File: src/rtl/stopwatch_lap_ctrl.sv
`default_nettype none
// ============================================================================
// Module      : stopwatch_lap_ctrl
// Description : Stopwatch control FSM. Gates the time counter, strobes lap and
//               split results into a result RAM and drives indexed review.
//               Optional auto-scroll in VIEW: STOPWATCH_AUTO_SCROLL_EN.
// Revision    : 1.0 - initial release
// ============================================================================
module stopwatch_lap_ctrl #(
    parameter int MAX_LAPS     = 10,
    parameter int IDX_W        = $clog2(MAX_LAPS),
    parameter int CNT_W        = $clog2(MAX_LAPS + 1),
    parameter int SCROLL_TICKS = 4
) (
    input  logic             clk,
    input  logic             reset,
    input  logic             start,
    input  logic             lap,
    input  logic             stop,
    input  logic             next,
    input  logic             prev,
    input  logic             clear,
    input  logic             tick,
    output logic             enable,
    output logic             store,
    output logic [IDX_W-1:0] store_idx,
    output logic             rview,
    output logic [IDX_W-1:0] view_idx,
    output logic [CNT_W-1:0] lap_count,
    output logic             full
);

    typedef enum logic [1:0] {
        S_IDLE  = 2'd0,
        S_RUN   = 2'd1,
        S_PAUSE = 2'd2,
        S_VIEW  = 2'd3
    } state_t;

    localparam logic [CNT_W-1:0] c_one      = CNT_W'(1);
    localparam logic [CNT_W-1:0] c_max_laps = CNT_W'(MAX_LAPS);
    localparam logic [CNT_W-1:0] c_last     = CNT_W'(MAX_LAPS - 1);

    state_t           r_state;
    state_t           w_state_nx;
    logic             w_store_nx;
    logic [IDX_W-1:0] w_store_idx_nx;
    logic [IDX_W-1:0] w_view_idx_nx;
    logic [CNT_W-1:0] w_lap_count_nx;
    logic [CNT_W-1:0] w_view_ext;
    logic [IDX_W-1:0] w_view_inc;
    logic [IDX_W-1:0] w_view_dec;
    logic             w_scroll_step;

    // Wrapping neighbours of the current view slot; a single result pins to 0.
    assign w_view_ext = CNT_W'(view_idx);
    assign w_view_inc = ((lap_count <= c_one) || (w_view_ext >= (lap_count - c_one)))
                        ? '0 : IDX_W'(w_view_ext + c_one);
    assign w_view_dec = (lap_count <= c_one) ? '0
                        : (view_idx == '0) ? IDX_W'(lap_count - c_one)
                        : (view_idx - IDX_W'(1));

    always_comb begin
        w_state_nx     = r_state;
        w_store_nx     = 1'b0;
        w_store_idx_nx = store_idx;
        w_view_idx_nx  = view_idx;
        w_lap_count_nx = lap_count;

        if (clear) begin
            w_state_nx     = S_IDLE;
            w_view_idx_nx  = '0;
            w_lap_count_nx = '0;
        end else begin
            case (r_state)
                S_IDLE: begin
                    if (start) begin
                        w_state_nx = S_RUN;
                    end
                end
                S_RUN, S_PAUSE: begin
                    if (stop || (lap && (r_state == S_RUN))) begin
                        if (!full) begin
                            w_store_nx     = 1'b1;
                            w_store_idx_nx = IDX_W'(lap_count);
                            w_lap_count_nx = lap_count + c_one;
                        end
                        // A lap into the final slot doubles as an automatic stop.
                        if (stop || (lap_count >= c_last)) begin
                            w_state_nx    = S_VIEW;
                            w_view_idx_nx = '0;
                        end
                    end else if (start) begin
                        w_state_nx = (r_state == S_RUN) ? S_PAUSE : S_RUN;
                    end
                end
                S_VIEW: begin
                    if (next && !prev) begin
                        w_view_idx_nx = w_view_inc;
                    end else if (prev && !next) begin
                        w_view_idx_nx = w_view_dec;
                    end else if (w_scroll_step) begin
                        w_view_idx_nx = w_view_inc;
                    end
                end
                default: begin
                    w_state_nx     = S_IDLE;
                    w_view_idx_nx  = '0;
                    w_lap_count_nx = '0;
                end
            endcase
        end
    end

    always_ff @(posedge clk or negedge reset) begin
        if (!reset) begin
            r_state   <= S_IDLE;
            enable    <= 1'b0;
            store     <= 1'b0;
            store_idx <= '0;
            rview     <= 1'b0;
            view_idx  <= '0;
            lap_count <= '0;
            full      <= 1'b0;
        end else begin
            r_state   <= w_state_nx;
            enable    <= (w_state_nx == S_RUN);
            store     <= w_store_nx;
            store_idx <= w_store_idx_nx;
            rview     <= (w_state_nx == S_VIEW);
            view_idx  <= w_view_idx_nx;
            lap_count <= w_lap_count_nx;
            full      <= (w_lap_count_nx == c_max_laps);
        end
    end

`ifdef STOPWATCH_AUTO_SCROLL_EN
    localparam int c_scr_w = (SCROLL_TICKS > 1) ? $clog2(SCROLL_TICKS) : 1;
    localparam logic [c_scr_w-1:0] c_scr_last = c_scr_w'(SCROLL_TICKS - 1);

    logic [c_scr_w-1:0] r_scroll_cnt;
    logic [c_scr_w-1:0] w_scroll_cnt_nx;

    // Held at zero outside VIEW, so every VIEW entry starts a fresh interval.
    always_comb begin
        w_scroll_cnt_nx = r_scroll_cnt;
        w_scroll_step   = 1'b0;
        if ((r_state != S_VIEW) || clear || next || prev) begin
            w_scroll_cnt_nx = '0;
        end else if (tick) begin
            if (r_scroll_cnt == c_scr_last) begin
                w_scroll_cnt_nx = '0;
                w_scroll_step   = 1'b1;
            end else begin
                w_scroll_cnt_nx = r_scroll_cnt + c_scr_w'(1);
            end
        end
    end

    always_ff @(posedge clk or negedge reset) begin
        if (!reset) begin
            r_scroll_cnt <= '0;
        end else begin
            r_scroll_cnt <= w_scroll_cnt_nx;
        end
    end
`else
    logic w_unused_tick;
    assign w_unused_tick = tick & (SCROLL_TICKS > 0);
    assign w_scroll_step = 1'b0;
`endif

endmodule
`default_nettype wire

File: config.mk
export PLATFORM = sky130hd
export DESIGN_NAME = stopwatch_lap_ctrl
export DESIGN_NICKNAME = d
export VERILOG_FILES = /design/src/rtl/stopwatch_lap_ctrl.sv
export SDC_FILE = /design/constraint.sdc
export NUM_CORES = 1
export LEC_CHECK = 0
export BUFFER_PORTS_ARGS = -buffer_cell sky130_fd_sc_hd__buf_2
export CAP_MARGIN = 20
export CORE_UTILIZATION = 54
export CTS_BUF_LIST = sky130_fd_sc_hd__clkbuf_4 sky130_fd_sc_hd__clkbuf_8 sky130_fd_sc_hd__clkbuf_16
export DETAILED_ROUTE_END_ITERATION = 8
export PLACE_DENSITY = 0.87
export SYNTH_ARGS = -nofsm -noshare
export SYNTH_HDL_FRONTEND = slang
export SYNTH_SLANG_ARGS = --single-unit
File: constraint.sdc
create_clock -name clk -period 4.02 [get_ports clk]
set_clock_uncertainty 0.15 [all_clocks]
set_input_delay 0.804 -clock clk [delete_from_list [all_inputs] [get_ports clk]]
set_output_delay 0.804 -clock clk [all_outputs]
set_load 0.01 [all_outputs]
Word level (Yosys, flattened, before mapping)
Cells that the tools add are included.
{"block": "word_totals", "latch_bits": 0, "ff_bits": 18, "word_cells": 64, "inputBits": 9, "n_memories": 0, "rom_bits": 0, "ram_bits": 0, "output_inout_bits": 16}
{"block": "op_classes", "div": 0, "n_shift": 0, "n_bitwise": 2, "eq_ne": 9, "n_addsub": 4, "multipliers": 0, "n_lt_le_gt_ge": 3, "muxes": 24, "n_reduce_logical": 14}
{"operator": "two-way mux 4 bit", "count": 12}
{"operator": "two-way mux 2 bit", "count": 6}
{"operator": "adder 4 x 1 -> 4 bit, second input constant", "count": 2}
{"operator": "case mux 4 bit (2 select lines)", "count": 1}
{"operator": "AND reduction 4 bit", "count": 2}
{"operator": "subtractor 4 x 1 -> 4 bit, second input constant", "count": 2}
{"operator": "== test 2 bit, second input constant", "count": 3}
{"operator": "inequality test 3 bit, second input constant", "count": 2}
{"operator": "== test 2 x 1 -> 1 bit, second input constant", "count": 2}
{"operator": "== test 4 bit, second input constant", "count": 1}
{"operator": ">= comparator 4 bit", "count": 1}
{"operator": ">= comparator 4 bit, second input constant", "count": 1}
{"operator": "less-or-equal comparator 4 x 1 -> 1 bit, second input constant", "count": 1}
{"operator": "logical NOT 4 bit", "count": 1}
{"operator": "two-way mux 1 bit", "count": 4}
{"operator": "inequality test 4 bit, second input constant", "count": 1}
{"operator": "case mux 2 bit (2 select lines)", "count": 1}
{"operator": "logical AND 1 bit", "count": 3}
{"operator": "logical OR 1 bit", "count": 3}
{"operator": "nonzero test 3 bit", "count": 1}
{"operator": "logical NOT 1 bit", "count": 2}
{"operator": "logical NOT 2 bit", "count": 1}
{"operator": "inverter 1 bit", "count": 2}
{"operator": "OR reduction 2 bit", "count": 1}

Longest topological paths before layout
Gate-level depths: netlist of run 1.
{"block": "logic_depth", "word_depth": 7, "mapped_depth": 10, "depth_no_buf": 9}

Least setup slack after synthesis of run 1
No wires, ideal clock.
{"block": "synth_timing", "path_kind": "register -> register", "startpoint": "reg lap_count[0]", "endpoint": "reg view_idx[2]", "n_path_buf": 1, "t_required_ns": 3.788, "path_stages_with_launch": 10, "setup_ns": 0.082, "path_slack_ns": 1.763, "arrival_time_ns": 2.025, "period_less_slack_ns": 2.257, "path_cell_list": "dfrtp_1 > buf_2 > inv_1 > ha_1 > ha_1 > o211ai_1 > a21oi_1 > a2111oi_4 > a31oi_1 > o22ai_1"}
{"block": "synth_between", "elab_chain_len": 7, "elab_cells_between_ends": 15, "cone_classes": "add/sub: 1; order compare: 3; eq/ne: 1; mux: 7; reduce/logical: 3"}
{"item": "start: declaration", "line": "29", "source": "output logic [CNT_W-1:0] lap_count,"}
{"item": "start signal: assignment", "line": "132", "source": "lap_count <= w_lap_count_nx;"}
{"item": "subtractor 4 x 1 -> 4 bit", "line": "57, 60"}
{"item": ">= comparator 4 bit or two-way mux 4 bit (tied branches)", "line": "57, 60"}
{"item": "logical OR 1 bit or two-way mux 4 bit (tied branches)", "line": "57, 59"}
{"item": "two-way mux 4 bit, on equally long branches", "line": "58, 100"}
{"item": "two-way mux 4 bit", "line": "98", "source": "if (next && !prev) begin"}
{"item": "case mux 4 bit (2 select lines)", "line": "75", "source": "case (r_state)"}
{"item": "two-way mux 4 bit", "line": "70", "source": "if (clear) begin"}
{"item": "end signal: assignment", "line": "131", "source": "view_idx <= w_view_idx_nx;"}
{"item": "end: declaration", "line": "28", "source": "output logic [IDX_W-1:0] view_idx,"}
Parallel ways exist; a longest one is shown, timed or not. The select of a mux whose other input is x is not followed.
A chain may end at the register's enable or synchronous reset.

Worst setup path in the final report of run 1
Ends and elaborated chain as after synthesis.

==> results of run 1 <==
-- final timing paths --
check	end	startpoint	depth (start not counted)	slack (ns)
setup / recovery	view_idx[2]$_DFFE_PN0P_	lap_count[0]$_DFF_PN0_	9	1.53
hold / removal	enable$_DFF_PN0_	reset	1	0.27
hold reg to reg	store_idx[3]$_DFFE_PN0P_	store_idx[3]$_DFFE_PN0P_	1	0.36
min in group clk	store_idx[3]$_DFFE_PN0P_	store_idx[3]$_DFFE_PN0P_	1	0.36
max in group asynchronous	lap_count[3]$_DFF_PN0_	reset	1	3.16
setup reg to reg	view_idx[2]$_DFFE_PN0P_	lap_count[0]$_DFF_PN0_	9	1.53
-- where the power goes --
part	switching [W]	leakage [nW]	internal (W)	total (W)
Clock	0.0000536	0.0210	0.0000553	0.000109
Combinational	0.000199	0.434	0.000148	0.000347
Sequential	0.0000276	0.247	0.000207	0.000234
-- layer usage --
layer | vias to the layer above | track usage (%)
li1 | 525 | -
met4 | 0 | 4.50
met3 | 3 | 5.26
met2 | 29 | 37.4
met1 | 516 | 26.6
met5 | - | 0
-- state kept, by name (all words and copies together), names as in the netlist --
name	flops
enable	1
full	1
lap_count	4
r_state	2
rview	1
store	1
store_idx	4
view_idx	4
-- layout make-up --
type	count	share of cell area (%)
timing repair buffer	23	7.67
clock buffer	4	2.42
multi-input combinational	101	55.0
tap	28	2.34
sequential	18	30.0
inverter	10	2.50
-- cell usage after synthesis, types with 2 or more instances --
library cell and instances:
dfrtp_1 18, ha_1 12, nand2_1 10, nor2_1 10
inv_1 9, nand3_1 8, o21ai_0 6, xnor2_1 6
a21oi_1 5, mux2_2 4, nor3_1 4, a32oi_1 3
mux2i_1 3, a31oi_1 2, nor2b_1 2, nor4_4 2
o21a_1 2, or2_2 2
-- stage by stage --
step	power, W	hold slack (ns)	utilization [%]	setup slack, ns	area (µm²)
global route	0.000742	0.282	65.9	1.32	1500
detailed placement	0.000584	0.345	64.3	1.58	1460
finish	0.000690	0.274	65.9	1.53	1500
global placement	0.000569	0.335	64.3	1.64	1460
floorplan	0.000510	0.358	-	1.76	1340
CTS	0.000696	0.274	65.9	1.54	1500
-- logic make-up after synthesis --
family          after synthesis  share of synthesized area (%)
fa+ha+maj                    12                           11.2
mux                           7                           5.59
xor+xnor                      7                           4.56
compound gates               29                           18.6
flops                        18                           33.5
buf+inv                      13                           5.03
simple gates                 46                           21.5
==> metrics.md, run 1 <==
| Metric | Value |
|---|---|
| Status | `finished clean` |
| Clk pin slew, worst setup/hold paths | `0.09 ns` |
| Peak VDD IR | `0.333 mV` |
| Initial drt markers | `26` |
| Final setup vio count | `0` |
| DR pass1 iterations | `6` |
| Netlist cell types | `42` |
| Row count | `17` |
| RSZ-0062 raised after global routing | `false` |
| Routability congestion estimate | `0.907` |
| Max Buffers Root-to-Sink | `2` |
| WL per Instance | `13.6 µm` |
| Post-DRT Antenna Nets | `0` |
| Min-delay worst type | `input pin to asynchronous set/reset pin` |
| Top post-synthesis cells by area | `dfrtp_1 34%, ha_1 11%, xnor2_1 3.9%` |
| Worst Setup End Kind | `flip-flop` |
| Routed wl met2 | `1.27 mm` |
| Critical path's most frequent cell | `ha_1` |
| Largest net degree at the start of global routing | `19` |
| DR WL met3 | `123 µm` |
| Chip Width | `51.9 µm` |
| Slew HR | `71.2%` |
| CP Max Fanout | `11` |
| Global-route wire length before repair | `4.35 mm` |
| Drt drc | `0` |
| CTS tree | `yes` |
| Postcts setup bufs | `0` |
| Number of synthesized flops with an enable pin | `0` |
| Max Clk Rate | `402 MHz` |
| Seq/Total Area, Yosys | `33.5%` |
| Inst Count DP | `180` |
| Ports | `25` |
| Net count after synthesis | `153` |
| Final hold vios | `0` |
| Footprint of the multi-input gates | `826 µm²` |
| CP arrival | `2.56 ns` |
| Register area | `450 µm²` |
| P per Cell Area | `460 nW/µm²` |
| Largest stage delay on the critical path | `0.58 ns` |
| Initial Util | `59.0%` |
| Most common cell after layout, fill and taps aside | `buf_2` |
| Post-synth ARST share | `100%` |
| Synth-to-layout area growth | `11.6%` |
| Core area | `2280 µm²` |
| Synth warn | `0` |
| H-Tree Depth | `1` |
| CP Cell Sequence | `inv_1 > ha_1 > xnor2_1 > ha_1 > o211ai_1 > a21oi_1 > a2111oi_4 > a31oi_1 > o22ai_1` |
| Wl on met1 | `1.10 mm` |
| Non-Filler Instances | `184` |
| Yosys top cell by area | `dfrtp_1` |
| Final HPWL DP | `1.93 mm` |
| Top sig layer | `met4` |
| Synth Flop Type | `dfrtp_1` |
| Synthesized cell area | `1340 µm²` |
| Setup TNS | `0 ns` |
| Flops & latches, synth | `18` |
| Mapped Avg Cell Area | `10.2 µm²` |
| Post-Synthesis Cells | `132` |
| CP max-delay cell | `dfrtp_1` |
| Port Buffers | `23` |
| Clock insertion delay at the later pin of the skew report | `0.29 ns` |
| GRT overflow | `0` |
| DR vias | `1,073` |
| Initial antenna violation count | `0` |
| Top delay family on crit path | `compound AO/OA/AOI/OAI gates` |
| Tcrit/Tclk final | `61.9%` |
| # hold bufs at CTS | `0` |
| DIE AREA | `2690 µm²` |
| Critical Path RT | `4.09 ns` |
| Max-slew violation count | `0` |
| P_leak | `0.702 nW` |
| Area fraction of the dominant cell type after synthesis | `33.5%` |
| Most frequent cells in the layout | `23 x buf_2, 18 x dfrtp_1, 12 x ha_1, 10 x nand2_1, 10 x nor2_1` |
| Kind of critical path | `flip-flop to flip-flop` |
| Bufs and invs on worst path | `1` |
| Max-Cap Viols | `0` |
| Via density | `5.83` |
| Critical Path Source Type | `flip-flop` |
| Share of cells above drive strength 1 | `30.1%` |
| Fillcell total | `179` |
| Clock root buffer | `clkbuf_4` |
| Final nets | `178` |
| All-layer global routing usage | `21.5%` |
| Die height | `51.9 µm` |
| Gates resized, CTS repair | `0` |
| Vias in the first global route | `1,019` |
| Fin crit period | `2.49 ns` |
| Worst Max-Slew Pin Slew | `0.432 ns` |
| Routed wire length | `2.51 mm` |
| TritonCTS Buffers | `3` |
| # diodes | `0` |
| Clock Sinks | `18` |
(Power assumes the default switching activity.)
==> run 2, diff against run 1 <==
ABC_AREA = 1   (was default)
CORE_UTILIZATION = 50   (was 54)
PLACE_DENSITY = 0.84   (was 0.87)
clock period = 2 ns   (was 4.02 ns; I/O delays follow)
==> metrics.md, run 2 <==
| Metric | Value |
|---|---|
| Final hold vios | `0` |
| Reg2reg start | `lap_count[1]$_DFF_PN0_` |
| Worst Max-Slew Pin Slew | `0.426 ns` |
| Synth-to-layout area growth | `19.5%` |
| Netlist cell types | `27` |
| Min-delay worst type | `input pin to flip-flop` |
| Final HPWL DP | `2.42 mm` |
| P_sw | `0.000847 W` |
| Internal Power | `0.00101 W` |
| Cell with the most instances after synthesis | `nand2_1` |
| Row count | `19` |
| Critical Path RT | `2.08 ns` |
| Ports | `25` |
| Synth warn | `0` |
| Mapped Avg Cell Area | `7.01 µm²` |
| Seq/Total Area, Yosys | `31.0%` |
| Post-DRT Antenna Nets | `0` |
| Slew HR | `71.6%` |
| Placed Area | `1640 µm²` |
| Most frequent cells in the layout | `58 x nand2_1, 28 x inv_1, 23 x buf_2, 20 x nand3_1, 18 x dfrtp_1` |
| Clock insertion delay at the later pin of the skew report | `0.31 ns` |
| Worst Setup End Kind | `flip-flop` |
| Flops & latches, synth | `18` |
| Die height | `55.9 µm` |
| P_leak | `0.966 nW` |
| Clock Sinks | `18` |
| Chip Width | `55.9 µm` |
| DR vias | `1,393` |
| Max Buffers Root-to-Sink | `2` |
| Fin crit period | `1.91 ns` |
| Launch point of the critical path | `lap_count[1]$_DFF_PN0_` |
| Share of cells above drive strength 1 | `27.2%` |
| Most common cell after layout, fill and taps aside | `nand2_1` |
| Logic pwr share | `62.0%` |
| Port Buffers | `23` |
| WL per Instance | `11.8 µm` |
| Net count after synthesis | `228` |
| Routability congestion estimate | `0.870` |
| Max-slew violation count | `0` |
| Tcrit/Tclk final | `95.5%` |
| Via density | `5.16` |
| Clock root buffer | `clkbuf_4` |
| CP arrival | `1.99 ns` |
| Switch share | `45.6%` |
| Global-route wire length before repair | `5.44 mm` |
| Fillcell total | `260` |
| Top flop regs | `lap_count x4, store_idx x4, view_idx x4` |
| CP Max Fanout | `4` |
| RSZ-0062 raised after global routing | `true` |
| Area fraction of the dominant cell type after synthesis | `31.0%` |
| R2R setup slack | `0.09 ns` |
| Number of synthesized flops with an enable pin | `0` |
| Post-Synthesis Cells | `207` |
| All-layer global routing usage | `21.7%` |
| Kind of critical path | `flip-flop to flip-flop` |
| Peak VDD IR | `0.808 mV` |
| Final Hold Slack | `0.232 ns` |
| Clk pin slew, worst setup/hold paths | `0.12 ns` |
| Max-Cap Viols | `0` |
| Core area | `2760 µm²` |
| Reg2reg end | `view_idx[0]$_DFFE_PN0P_` |
| Synthesized cell area | `1450 µm²` |
| Worst Setup EP | `view_idx[0]$_DFFE_PN0P_` |
| Top post-synthesis cells by area | `dfrtp_1 31%, nand2_1 16%, ha_1 10%` |
| TritonCTS Buffers | `3` |
| Initial antenna violation count | `0` |
| Yosys top cell by area | `dfrtp_1` |
| H-Tree Depth | `1` |
| Post-Route Utilization | `62.9%` |
| Routed wire length | `3.20 mm` |
| Vias in the first global route | `1,298` |
| CTS tree | `yes` |
| DR pass1 iterations | `4` |
| R2r worst-path depth | `12` |
| Post-synth top cells | `60 x nand2_1, 29 x inv_1, 22 x nand3_1, 18 x dfrtp_1, 15 x nor2_1` |
| Drt drc | `0` |
| Max Clk Rate | `523 MHz` |
| Final setup vio count | `0` |
| Initial drt markers | `72` |
| Final nets | `261` |
| Post-synth ARST share | `100%` |
| # diodes | `0` |
| Synth Flop Type | `dfrtp_1` |
| DIE AREA | `3120 µm²` |
| Status | `finished clean` |
| GRT overflow | `0` |
| Initial Util | `52.6%` |
| Cell area after layout | `1730 µm²` |
| Largest net degree at the start of global routing | `19` |
| Clock share of power | `12.6%` |
| Flop pwr share | `25.4%` |
| P per Cell Area | `1070 nW/µm²` |
| Critical Path Source Type | `flip-flop` |
==> run 2: cell types whose count changed after synthesis, moves of 5 or more <==
cell / delta
xnor2_1: -5
nand2_1: +50
nor2_1: +5
nand3_1: +14
inv_1: +20
==> run 2: cells by family (layout without fill, tap and decap cells) <==
| logic type | count (synthesis) | in the layout | synth area share [%] |
|---|---|---|---|
| adder cells (fa/ha/maj) | 12 | 12 | 10.3 |
| XOR/XNOR | 2 | 2 | 1.21 |
| AO/OA/AOI/OAI | 22 | 22 | 8.36 |
| AND/OR/NAND/NOR | 116 | 116 | 38.4 |
| flip-flops | 18 | 18 | 31.0 |
| buffers and inverters | 37 | 69 | 10.6 |
==> run 2: power by group through the flow <==
stage               Clock (W)  Sequential (W)  Combinational, W
global route         0.000258        0.000479           0.00129
finish               0.000233        0.000473           0.00115
detailed placement          0        0.000477           0.00104
global placement            0        0.000475           0.00101
floorplan                   0        0.000507          0.000763
CTS                  0.000238        0.000470           0.00105
==> run 2: area by class of cell <==
cell class	instances	area [µm²]	share of cell area, %
multi-input cells	152	900	51.9
repair buffers	32	185	10.7
inverters	33	124	7.14
flip-flops and latches	18	450	26.0
clock buffers	4	36.3	2.09
well taps	31	38.8	2.24
==> run 2: routing by layer <==
| metal | vias to the layer above | track usage, % | share of wire (%) |
|---|---|---|---|
| li1 | 715 | - | - |
| met1 | 643 | 30.3 | 49 |
| met2 | 31 | 35.5 | 46 |
| met3 | 4 | 3.02 | 3.5 |
| met4 | 0 | 6.27 | 0.97 |
| met5 | - | 0 | 0 |
==> run 2: how the worst min path moves through the flow <==
| stage | to | from | depth (start not counted) | slack (ns) |
|---|---|---|---|---|
| 2_1_floorplan | enable$_DFF_PN0_ | reset | 0 | -0.05 |
| 3_3_place_gp | store$_DFF_PN0_ | reset | 1 | 0.21 |
| 3_5_place_dp | store_idx[3]$_DFFE_PN0P_ | reset | 1 | 0.21 |
| 4_1_cts | store$_DFF_PN0_ | clear | 2 | 0.22 |
| 5_1_grt | store$_DFF_PN0_ | clear | 2 | 0.23 |
| 6_report | store$_DFF_PN0_ | clear | 2 | 0.23 |
==> run 2: per-stage QoR <==
stage / total power [W] / instances / worst slack [ns] / setup TNS, ns
3_3_place_gp: 0.00149 / 265 / 0.112 / 0
6_report: 0.00186 / 270 / 0.0895 / 0
5_1_grt: 0.00203 / 270 / -0.0414 / -0.112
2_1_floorplan: 0.00127 / 207 / 0.0231 / 0
3_5_place_dp: 0.00152 / 265 / 0.0889 / 0
4_1_cts: 0.00176 / 270 / 0.0459 / 0
==> run 2: repair_timing <==
action,CTS,global route
hold endpoints to repair,18,0
hold buffers,1,0
setup endpoints to repair,0,5
gates resized for setup,0,12
setup buffers,0,0
==> run 2: worst max-delay path, stage by stage (launching register included) <==
cell     delay [ns]
dfrtp_1        0.43
nor2_2         0.15
nand2_1        0.06
nand2_1        0.07
and2_4         0.15
ha_4           0.19
nand2_2        0.07
nand2_2        0.06
a21oi_4        0.16
nand3_1        0.10
nand2_1        0.07
nand2_1        0.05
o21ai_1        0.11
==> run 3, diff against run 2 <==
ABC_AREA = 0   (was 1)
CORE_UTILIZATION = 54   (was 50)
PLACE_DENSITY = 0.87   (was 0.84)
clock period = 1.76 ns   (was 2 ns; I/O delays follow)
==> metrics.md, run 3 (synthesis gave the netlist of run 1 again) <==
| Metric | Value |
|---|---|
| Synth-to-layout area growth | `44.7%` |
| Clock Sinks | `18` |
| Non-Filler Instances | `218` |
| Final setup margin | `-0.470 ns` |
| DR vias | `1,367` |
| Failing checks | `negative setup slack` |
| TritonCTS Buffers | `3` |
| Largest net degree at the start of global routing | `19` |
| P_leak | `0.920 nW` |
| Tcrit/Tclk final | `127%` |
| Final setup vio count | `15` |
| Clk pin slew, worst setup/hold paths | `0.11 ns` |
| Share of cells above drive strength 1 | `52.1%` |
| Routability congestion estimate | `0.869` |
| CTS tree | `yes` |
| Peak VDD IR | `1.08 mV` |
| Final HPWL DP | `2.44 mm` |
| Routed wire length | `4.35 mm` |
| Via density | `6.27` |
| Port Buffers | `23` |
| H-Tree Depth | `1` |
| Initial Util | `59.0%` |
| Critical Path RT | `1.81 ns` |
| Pre-CTS setup slack | `-0.444 ns` |
| Fin crit period | `2.23 ns` |
| P per Cell Area | `1200 nW/µm²` |
| Initial drt markers | `60` |
| Final nets | `212` |
| Top flop regs | `lap_count x4, store_idx x4, view_idx x4` |
| All-layer global routing usage | `34.1%` |
| Status | `finished, violations left` |
| CP arrival | `2.28 ns` |
| Max Clk Rate | `448 MHz` |
| GRT overflow | `0` |
| Post-DRT Antenna Nets | `0` |
| Row count | `17` |
| DR pass1 iterations | `4` |
| Clock insertion delay at the later pin of the skew report | `0.32 ns` |
| Initial antenna violation count | `0` |
| Die height | `51.9 µm` |
| Final hold vios | `0` |
| Kind of critical path | `flip-flop to flip-flop` |
| Ports | `25` |
| RSZ-0062 raised after global routing | `true` |
| Inst Count DP | `204` |
| Post-Route Utilization | `85.4%` |
| Global-route wire length before repair | `6.44 mm` |
| # diodes | `0` |
| Drt drc | `0` |
| Chip Width | `51.9 µm` |
| CP Max Fanout | `4` |
| Max-slew violation count | `0` |
| Clock root buffer | `clkbuf_4` |
| Core area | `2280 µm²` |
| Worst Max-Slew Pin Slew | `0.510 ns` |
| Critical Path Source Type | `flip-flop` |
| WL per Instance | `19.9 µm` |
| Vias in the first global route | `1,315` |
| Max Buffers Root-to-Sink | `2` |
| Worst Setup End Kind | `flip-flop` |
| Most frequent cells in the layout | `27 x buf_4, 23 x buf_2, 16 x dfrtp_1, 10 x nand2_1, 10 x nor2_1` |
| Most common cell after layout, fill and taps aside | `buf_4` |
| DIE AREA | `2690 µm²` |
| Max-Cap Viols | `0` |
| Slew HR | `65.6%` |
| Min-delay worst type | `input pin to flip-flop` |
==> run 3: changes by cell type in the layout (fill, tap and decap cells not counted), sizes merged, moves of 3 or more <==
cell | previous run | this run
nand3 | 25 | 8
a32oi | 0 | 3
nor3 | 1 | 5
buf | 31 | 56
a21oi | 10 | 6
nor2 | 21 | 11
mux2i | 0 | 3
xnor2 | 1 | 6
mux2 | 0 | 4
nand4 | 4 | 0
inv | 32 | 10
nor4 | 0 | 3
nand2 | 63 | 10
==> run 3: cell type report <==
cell class	instances	area, µm²
Timing Repair Buffer	57	413
Inverter	10	45.0
Multi-Input combinational cell	101	962
Clock buffer	4	36.3
Sequential cell	18	453
Tap cell	28	35.0
Fill cell	126	332
==> run 3: worst max-delay path: stages (launching register included) <==
cell       delay (ns)
dfrtp_2          0.45
nor3_4           0.21
xnor2_2          0.11
ha_1             0.36
o211ai_1         0.12
a21oi_2          0.18
a2111oi_4        0.05
buf_4            0.16
a31oi_1          0.20
o22ai_1          0.12
==> run 3: final timing paths <==
check | from | to | slack [ns] | cells after the start
max | lap_count[1]$_DFF_PN0_ | view_idx[2]$_DFFE_PN0P_ | -0.47 | 9
min | clear | lap_count[0]$_DFF_PN0_ | 0.14 | 2
max reg2reg | lap_count[1]$_DFF_PN0_ | view_idx[2]$_DFFE_PN0P_ | -0.47 | 9
min reg2reg | store_idx[3]$_DFFE_PN0P_ | store_idx[3]$_DFFE_PN0P_ | 0.37 | 1
max in group asynchronous | reset | lap_count[0]$_DFF_PN0_ | 0.78 | 2
min in group asynchronous | reset | view_idx[1]$_DFFE_PN0P_ | 0.37 | 2
==> run 3: where the power goes <==
group / internal [W] / switching (W) / leakage (nW)
logic: 0.000791 / 0.000741 / 0.655
clock network: 0.000127 / 0.000143 / 0.0210
registers: 0.000474 / 0.0000471 / 0.244
==> run 3: what timing repair did <==
action / CTS / global route
setup buffers: 7 / 2
hold buffers: 1 / 0
setup endpoints to repair: 15 / 16
pin swaps: 13 / 3
hold endpoints to repair: 18 / 0
gates resized for setup: 13 / 9
==> run 3: through the flow <==
step | hold WS, ns | TNS, ns | power (W) | area (µm²)
finish | 0.142 | -2.68 | 0.00232 | 1940
global route | 0.148 | -3.68 | 0.00243 | 1940
global placement | 0.147 | -1.58 | 0.00165 | 1720
CTS | 0.150 | -1.73 | 0.00214 | 1880
detailed placement | 0.154 | -2.43 | 0.00170 | 1720
floorplan | -0.0936 | -1.51 | 0.00126 | 1410
==> run 3: routing by layer <==
layer  vias up  global-route usage (%)  wire length, µm
li1        589                       -                -
met4         0                    20.7              340
met5         -                       0                0
met3        36                    6.14              245
met2        93                    61.1             2170
met1       649                    36.5             1590
